`config.mk`:
```
export PLATFORM = sky130hd
export DESIGN_NAME = sync_fifo_rd_stream
export DESIGN_NICKNAME = d
export VERILOG_FILES = /design/src/rtl/sync_fifo_rd_stream.sv
export SDC_FILE = /design/constraint.sdc
export NUM_CORES = 1
export LEC_CHECK = 0
export BUFFER_PORTS_ARGS = -buffer_cell sky130_fd_sc_hd__buf_2
export CAP_MARGIN = 25
export CORE_AREA = 2 2 84 86
export CTS_CLUSTER_DIAMETER = 200
export DETAILED_ROUTE_END_ITERATION = 12
export DIE_AREA = 0 0 86 88
export PLACE_DENSITY = 0.72
export SLEW_MARGIN = 20
export SYNTH_ARGS = -nofsm -noshare
export SYNTH_HDL_FRONTEND = slang
export SYNTH_SLANG_ARGS = --single-unit
```
`constraint.sdc`:
```
create_clock -name clk -period 5.1 [get_ports clk]
set_clock_uncertainty 0.2 [all_clocks]
set_input_delay 1.02 -clock clk [delete_from_list [all_inputs] [get_ports clk]]
set_output_delay 1.02 -clock clk [all_outputs]
set_load 0.005 [all_outputs]
```
`src/rtl/sync_fifo_rd_stream.sv`:
```
// sync_fifo_rd_stream: synchronous FIFO with a push write side and a
// registered first-word-fall-through valid/ready read side.
// Capacity is DEPTH memory entries plus the output register (DEPTH+1 total).
// When mem is empty and the output register needs a new entry, a push goes
// straight into the output register and the memory is not written.
// Optional feature macro: FIFO_OVF_FLAG_EN adds a sticky ovf flag (ports ovf,
// ovf_clr) recording pushes attempted while full.
module sync_fifo_rd_stream #(
  parameter int DATA_WIDTH = 8,
  parameter int DEPTH      = 8,
  parameter int COUNT_W    = $clog2(DEPTH + 2)
) (
  input  logic                  clk,
  input  logic                  rst,
  input  logic                  wr_en,
  input  logic [DATA_WIDTH-1:0] wr_data,
  output logic                  full,
  output logic                  rd_valid,
  input  logic                  rd_ready,
  output logic [DATA_WIDTH-1:0] rd_data,
`ifdef FIFO_OVF_FLAG_EN
  output logic                  ovf,
  input  logic                  ovf_clr,
`endif
  output logic [COUNT_W-1:0]    count
);

  localparam int PTR_W = $clog2(DEPTH);

  logic [DATA_WIDTH-1:0] mem [DEPTH];

  logic [PTR_W-1:0]      wr_ptr_q, wr_ptr_d;
  logic [PTR_W-1:0]      rd_ptr_q, rd_ptr_d;
  logic [COUNT_W-1:0]    count_q, count_d;
  logic                  rd_valid_q, rd_valid_d;
  logic [DATA_WIDTH-1:0] rd_data_q, rd_data_d;
  logic                  mem_we;

  logic push, pop, load, mem_empty;

  // Full is decoded from the registered count, so it never depends on inputs.
  assign full      = (count_q == COUNT_W'(DEPTH + 1));
  assign push      = wr_en && !full;
  assign pop       = rd_valid_q && rd_ready;
  assign load      = !rd_valid_q || pop;
  // Memory occupancy is count minus the entry sitting in the output register.
  assign mem_empty = (count_q == COUNT_W'(rd_valid_q));

  // Next-state: output register refill, pointer advance, occupancy count.
  always_comb begin
    wr_ptr_d   = wr_ptr_q;
    rd_ptr_d   = rd_ptr_q;
    count_d    = count_q;
    rd_valid_d = rd_valid_q;
    rd_data_d  = rd_data_q;
    mem_we     = 1'b0;

    if (load) begin
      if (!mem_empty) begin
        rd_data_d  = mem[rd_ptr_q];
        rd_valid_d = 1'b1;
        rd_ptr_d   = rd_ptr_q + PTR_W'(1);
        if (push) mem_we = 1'b1;
      end else if (push) begin
        rd_data_d  = wr_data;
        rd_valid_d = 1'b1;
      end else begin
        rd_valid_d = 1'b0;
      end
    end else if (push) begin
      mem_we = 1'b1;
    end

    if (mem_we) wr_ptr_d = wr_ptr_q + PTR_W'(1);

    if (push && !pop)      count_d = count_q + COUNT_W'(1);
    else if (pop && !push) count_d = count_q - COUNT_W'(1);
  end

  // Control and output registers, cleared asynchronously.
  always_ff @(posedge clk or posedge rst) begin
    if (rst) begin
      wr_ptr_q   <= '0;
      rd_ptr_q   <= '0;
      count_q    <= '0;
      rd_valid_q <= 1'b0;
      rd_data_q  <= '0;
    end else begin
      wr_ptr_q   <= wr_ptr_d;
      rd_ptr_q   <= rd_ptr_d;
      count_q    <= count_d;
      rd_valid_q <= rd_valid_d;
      rd_data_q  <= rd_data_d;
    end
  end

  // Storage array; contents are don't-care after reset since pointers clear.
  always_ff @(posedge clk) begin
    if (mem_we) mem[wr_ptr_q] <= wr_data;
  end

  assign rd_valid = rd_valid_q;
  assign rd_data  = rd_data_q;
  assign count    = count_q;

`ifdef FIFO_OVF_FLAG_EN
  logic ovf_q, ovf_d;

  // Sticky overflow flag; a new drop wins over a same-cycle clear.
  always_comb begin
    ovf_d = ovf_q;
    if (wr_en && full) ovf_d = 1'b1;
    else if (ovf_clr)  ovf_d = 1'b0;
  end

  // Overflow flag register.
  always_ff @(posedge clk or posedge rst) begin
    if (rst) ovf_q <= 1'b0;
    else     ovf_q <= ovf_d;
  end

  assign ovf = ovf_q;
`endif

endmodule
```
==> impl_metrics.xml <==
<?xml version="1.0" encoding="UTF-8"?>
<metrics>
  <group name="synth">
    <metric name="syn_nets" unit="">244</metric>
    <metric name="fraction_of_registers_with_async_set_reset" unit="%">22.9</metric>
    <metric name="synth_flop_cell" unit="">sky130_fd_sc_hd__edfxtp_1</metric>
    <metric name="synth_warnings" unit="">0</metric>
    <metric name="syn-mean-instance-area" unit="sq um">15.6</metric>
    <metric name="post_synth_inst_count" unit="">226</metric>
    <metric name="synth.ff_latch_count" unit="">83</metric>
    <metric name="synth_edf_count" unit="">64</metric>
    <metric name="yosysUniqueCellTypes" unit="">41</metric>
    <metric name="netlist_area" unit="sq mm">0.00352</metric>
    <metric name="synth_sequential_area_ratio" unit="%">68.1</metric>
  </group>
  <group name="sta">
    <metric name="setup_tns" unit="ns">0</metric>
    <metric name="maxClockFrequency" unit="GHz">0.312</metric>
    <metric name="layout_setup_ws" unit="ns">1.90</metric>
    <metric name="count_of_final_max_slew_check_failures" unit="">0</metric>
    <metric name="worst_slew_pin_slew" unit="ns">0.831</metric>
    <metric name="finalSetupViolations" unit="">0</metric>
    <metric name="final-hold-violation-count" unit="">0</metric>
    <metric name="min_period" unit="ns">3.20</metric>
    <metric name="rsz0062_at_grt" unit="">false</metric>
    <metric name="final.period_utilization" unit="%">62.8</metric>
    <metric name="timing.max_slew.rel_slack" unit="%">44.4</metric>
  </group>
  <group name="pwr">
    <metric name="total_leakage_power" unit="nW">1.49</metric>
    <metric name="vdd.ir_drop.worst" unit="uV">275</metric>
    <metric name="pwr_density_cell" unit="mW/mm^2">563</metric>
    <metric name="power.total" unit="W">0.00222</metric>
  </group>
  <group name="placement">
    <metric name="gpl.final_weighted_congestion" unit="">0.846</metric>
    <metric name="place_hpwl" unit="um">4380</metric>
    <metric name="placement_stage_cell_area" unit="sq mm">0.00372</metric>
    <metric name="port_buffers" unit="">25</metric>
    <metric name="post-place-ws" unit="ns">1.60</metric>
  </group>
  <group name="worst_setup_path">
    <metric name="most_numerous_cell_on_the_critical_path" unit="">sky130_fd_sc_hd__inv_1</metric>
    <metric name="setup.worst_path.class" unit="">in2reg</metric>
    <metric name="cpMaxStageDelayCell" unit="">sky130_fd_sc_hd__a2111oi_2</metric>
    <metric name="crit-reg2reg-launch" unit="">count[1]$_DFFE_PP0P_</metric>
    <metric name="path_cells" unit="">buf_2, inv_1, a31o_2, inv_1, ha_1, inv_1, ha_1, a21o_1, a2111oi_2, a31oi_1, a221o_1</metric>
    <metric name="max_stage_delay" unit="ns">0.37</metric>
    <metric name="worstPathRequired" unit="ns">5.15</metric>
    <metric name="critPathLaunch" unit="">wr_en</metric>
    <metric name="critPathArrivalTime" unit="ns">3.25</metric>
    <metric name="startpoint_type" unit="">input port</metric>
    <metric name="setup.worst_path.end_class" unit="">flop</metric>
    <metric name="critical_path.max_fanout" unit="">5</metric>
  </group>
  <group name="final_layout">
    <metric name="mostFrequentLayoutCell" unit="">sky130_fd_sc_hd__edfxtp_1</metric>
    <metric name="nNetsFinal" unit="">274</metric>
    <metric name="syn_to_final_growth" unit="%">12.2</metric>
    <metric name="post_route_cells_drive_above_1_share" unit="%">22.2</metric>
    <metric name="final_cell_mix" unit="">sky130_fd_sc_hd__edfxtp_1 (64), sky130_fd_sc_hd__mux2i_1 (26), sky130_fd_sc_hd__buf_2 (25), sky130_fd_sc_hd__dfrtp_1 (19), sky130_fd_sc_hd__nand2_1 (12)</metric>
    <metric name="multi_input_area" unit="sq mm">0.00105</metric>
    <metric name="final.fill_count" unit="">503</metric>
    <metric name="insertedDiodeCount" unit="">0</metric>
    <metric name="sequential_cell_area" unit="sq mm">0.00240</metric>
    <metric name="non_filler_cell_area_final" unit="sq mm">0.00395</metric>
  </group>
  <group name="global_route">
    <metric name="grt_pass1_vias" unit="">2043</metric>
    <metric name="global_route.usage.total" unit="%">18.5</metric>
    <metric name="initial_antenna_violation_count" unit="">0</metric>
    <metric name="largest_net_degree_at_the_start_of_global_routing" unit="">25</metric>
    <metric name="overflow" unit="">0</metric>
    <metric name="grt_pass1_wl" unit="um">10200</metric>
  </group>
  <group name="clocking">
    <metric name="cts_num_sinks" unit="">83</metric>
    <metric name="ctsHoldBuffers" unit="">0</metric>
    <metric name="cts_tree" unit="">built</metric>
    <metric name="clock_tree.buffer_depth" unit="">2</metric>
    <metric name="total_of_cells_resized_after_clock_tree_synthesis" unit="">0</metric>
    <metric name="clk_pin_slew" unit="ns">0.09</metric>
    <metric name="clk-insertion-delay-late" unit="ns">0.35</metric>
    <metric name="postCtsSetupBuffers" unit="">0</metric>
    <metric name="cts-htree-levels" unit="">3</metric>
    <metric name="clock-root-buffer" unit="">sky130_fd_sc_hd__clkbuf_8</metric>
    <metric name="inserted_clock_buffers" unit="">9</metric>
  </group>
  <group name="routing">
    <metric name="drtPass1Iterations" unit="">4</metric>
    <metric name="via_count" unit="">1987</metric>
    <metric name="drc" unit="">0</metric>
    <metric name="route.final.wire_length" unit="um">6460</metric>
    <metric name="postRouteAntennaNets" unit="">0</metric>
    <metric name="initialDrtViolationCount" unit="">104</metric>
    <metric name="routed_via_density" unit="">5.83</metric>
    <metric name="post_dr_wirelength_cell" unit="um">19.0</metric>
  </group>
  <group name="outcome">
    <metric name="outcome" unit="">finished, final reports clean</metric>
  </group>
  <group name="floorplanning">
    <metric name="chipHeight" unit="um">88</metric>
    <metric name="die_area" unit="sq mm">0.00757</metric>
    <metric name="placeableCoreArea" unit="sq mm">0.00664</metric>
    <metric name="rows" unit="">30</metric>
    <metric name="io-pin-count" unit="">26</metric>
    <metric name="effective_utilization_at_floorplan" unit="%">53.0</metric>
    <metric name="fp.dieW" unit="um">86</metric>
  </group>
  <group name="min_path">
    <metric name="min_from" unit="">rd_data[2]$_DFFE_PP0P_</metric>
    <metric name="worst_hold_path_type" unit="">reg2reg</metric>
  </group>
  <group name="job">
    <metric name="drv_cap" unit="">0</metric>
  </group>
</metrics>
critical path, delay by kind of cell:
family | cells | cell delay (ns)
AOI/OAI and AO/OA | 5 | 1.22
adders and majority gates | 2 | 0.55
buffers and inverters | 4 | 0.45
sequential cells by signal, summed over array words and instances (netlist names):
signal	count
rd_valid	1
rd_ptr_q	3
mem	64
rd_data	8
wr_ptr_q	3
count	4
metrics by stage:
| step | hold slack, ns | instances | util [%] |
|---|---|---|---|
| finish | 0.299 | 341 | 59.5 |
| floorplan | 0.281 | 226 | - |
| global placement | 0.276 | 325 | 56.0 |
| global route | 0.310 | 341 | 59.5 |
| CTS | 0.303 | 341 | 59.5 |
| detailed placement | 0.281 | 325 | 56.0 |
final cells by class:
| type | instances | share of cell area, % |
|---|---|---|
| multi-input combinational | 128 | 26.6 |
| sequential | 83 | 60.7 |
| tap | 80 | 2.53 |
| timing repair buffer | 28 | 3.74 |
| clock buffer | 12 | 5.03 |
| inverter | 6 | 0.570 |
| clock inverter | 4 | 0.855 |
synthesized netlist by cell type, drive strengths merged, types with 4 or more instances:
master | number | share of area [%]
dfrtp | 19 | 13
nand2 | 12 | 1.3
nor2 | 10 | 1.1
mux2i | 26 | 7.4
nor3 | 7 | 1.1
buf | 6 | 1.1
a32oi | 6 | 1.5
a22oi | 6 | 1.3
nand3 | 8 | 1.1
xnor2 | 6 | 1.5
nand2b | 4 | 0.71
edfxtp | 64 | 55
a221oi | 8 | 2.0
mux4 | 4 | 2.6
inv | 6 | 0.64
ha | 5 | 1.8
path summary, 6_finish.rpt:
kind,depth (start not counted),end,slack [ns]
hold / removal,2,rd_data[2]$_DFFE_PP0P_,0.30
max in group asynchronous,2,rd_data[0]$_DFFE_PP0P_,3.65
hold reg to reg,2,rd_data[2]$_DFFE_PP0P_,0.30
setup / recovery,11,count[3]$_DFFE_PP0P_,1.90
min in group asynchronous,2,count[2]$_DFFE_PP0P_,0.58
setup reg to reg,10,count[3]$_DFFE_PP0P_,2.10
per-layer routing:
metal  vias to the layer above  wire, um  share of wire [%]  global-route usage, %
met5                         -         0                  0                      0
li1                        939         -                  -                      -
met3                        17       253                3.9                   4.43
met2                        43      3170                 49                   29.2
met1                       988      2880                 45                   24.2
met4                         0       161                2.5                   8.80
kinds of logic after synthesis:
family,after synthesis,share of synthesized area [%]
xor+xnor,8,1.99
simple gates,50,7.03
fa+ha+maj,6,2.34
buf+inv,15,2.06
compound gates,31,7.60
flops,83,68.1
mux,33,10.9
where the power goes:
part           total [W]  internal, W  switching (W)
registers        0.00101     0.000886       0.000127
clock network   0.000519     0.000270       0.000249
logic           0.000691     0.000318       0.000373
total            0.00222      0.00147       0.000749
Power figures use the tool's default switching activity.
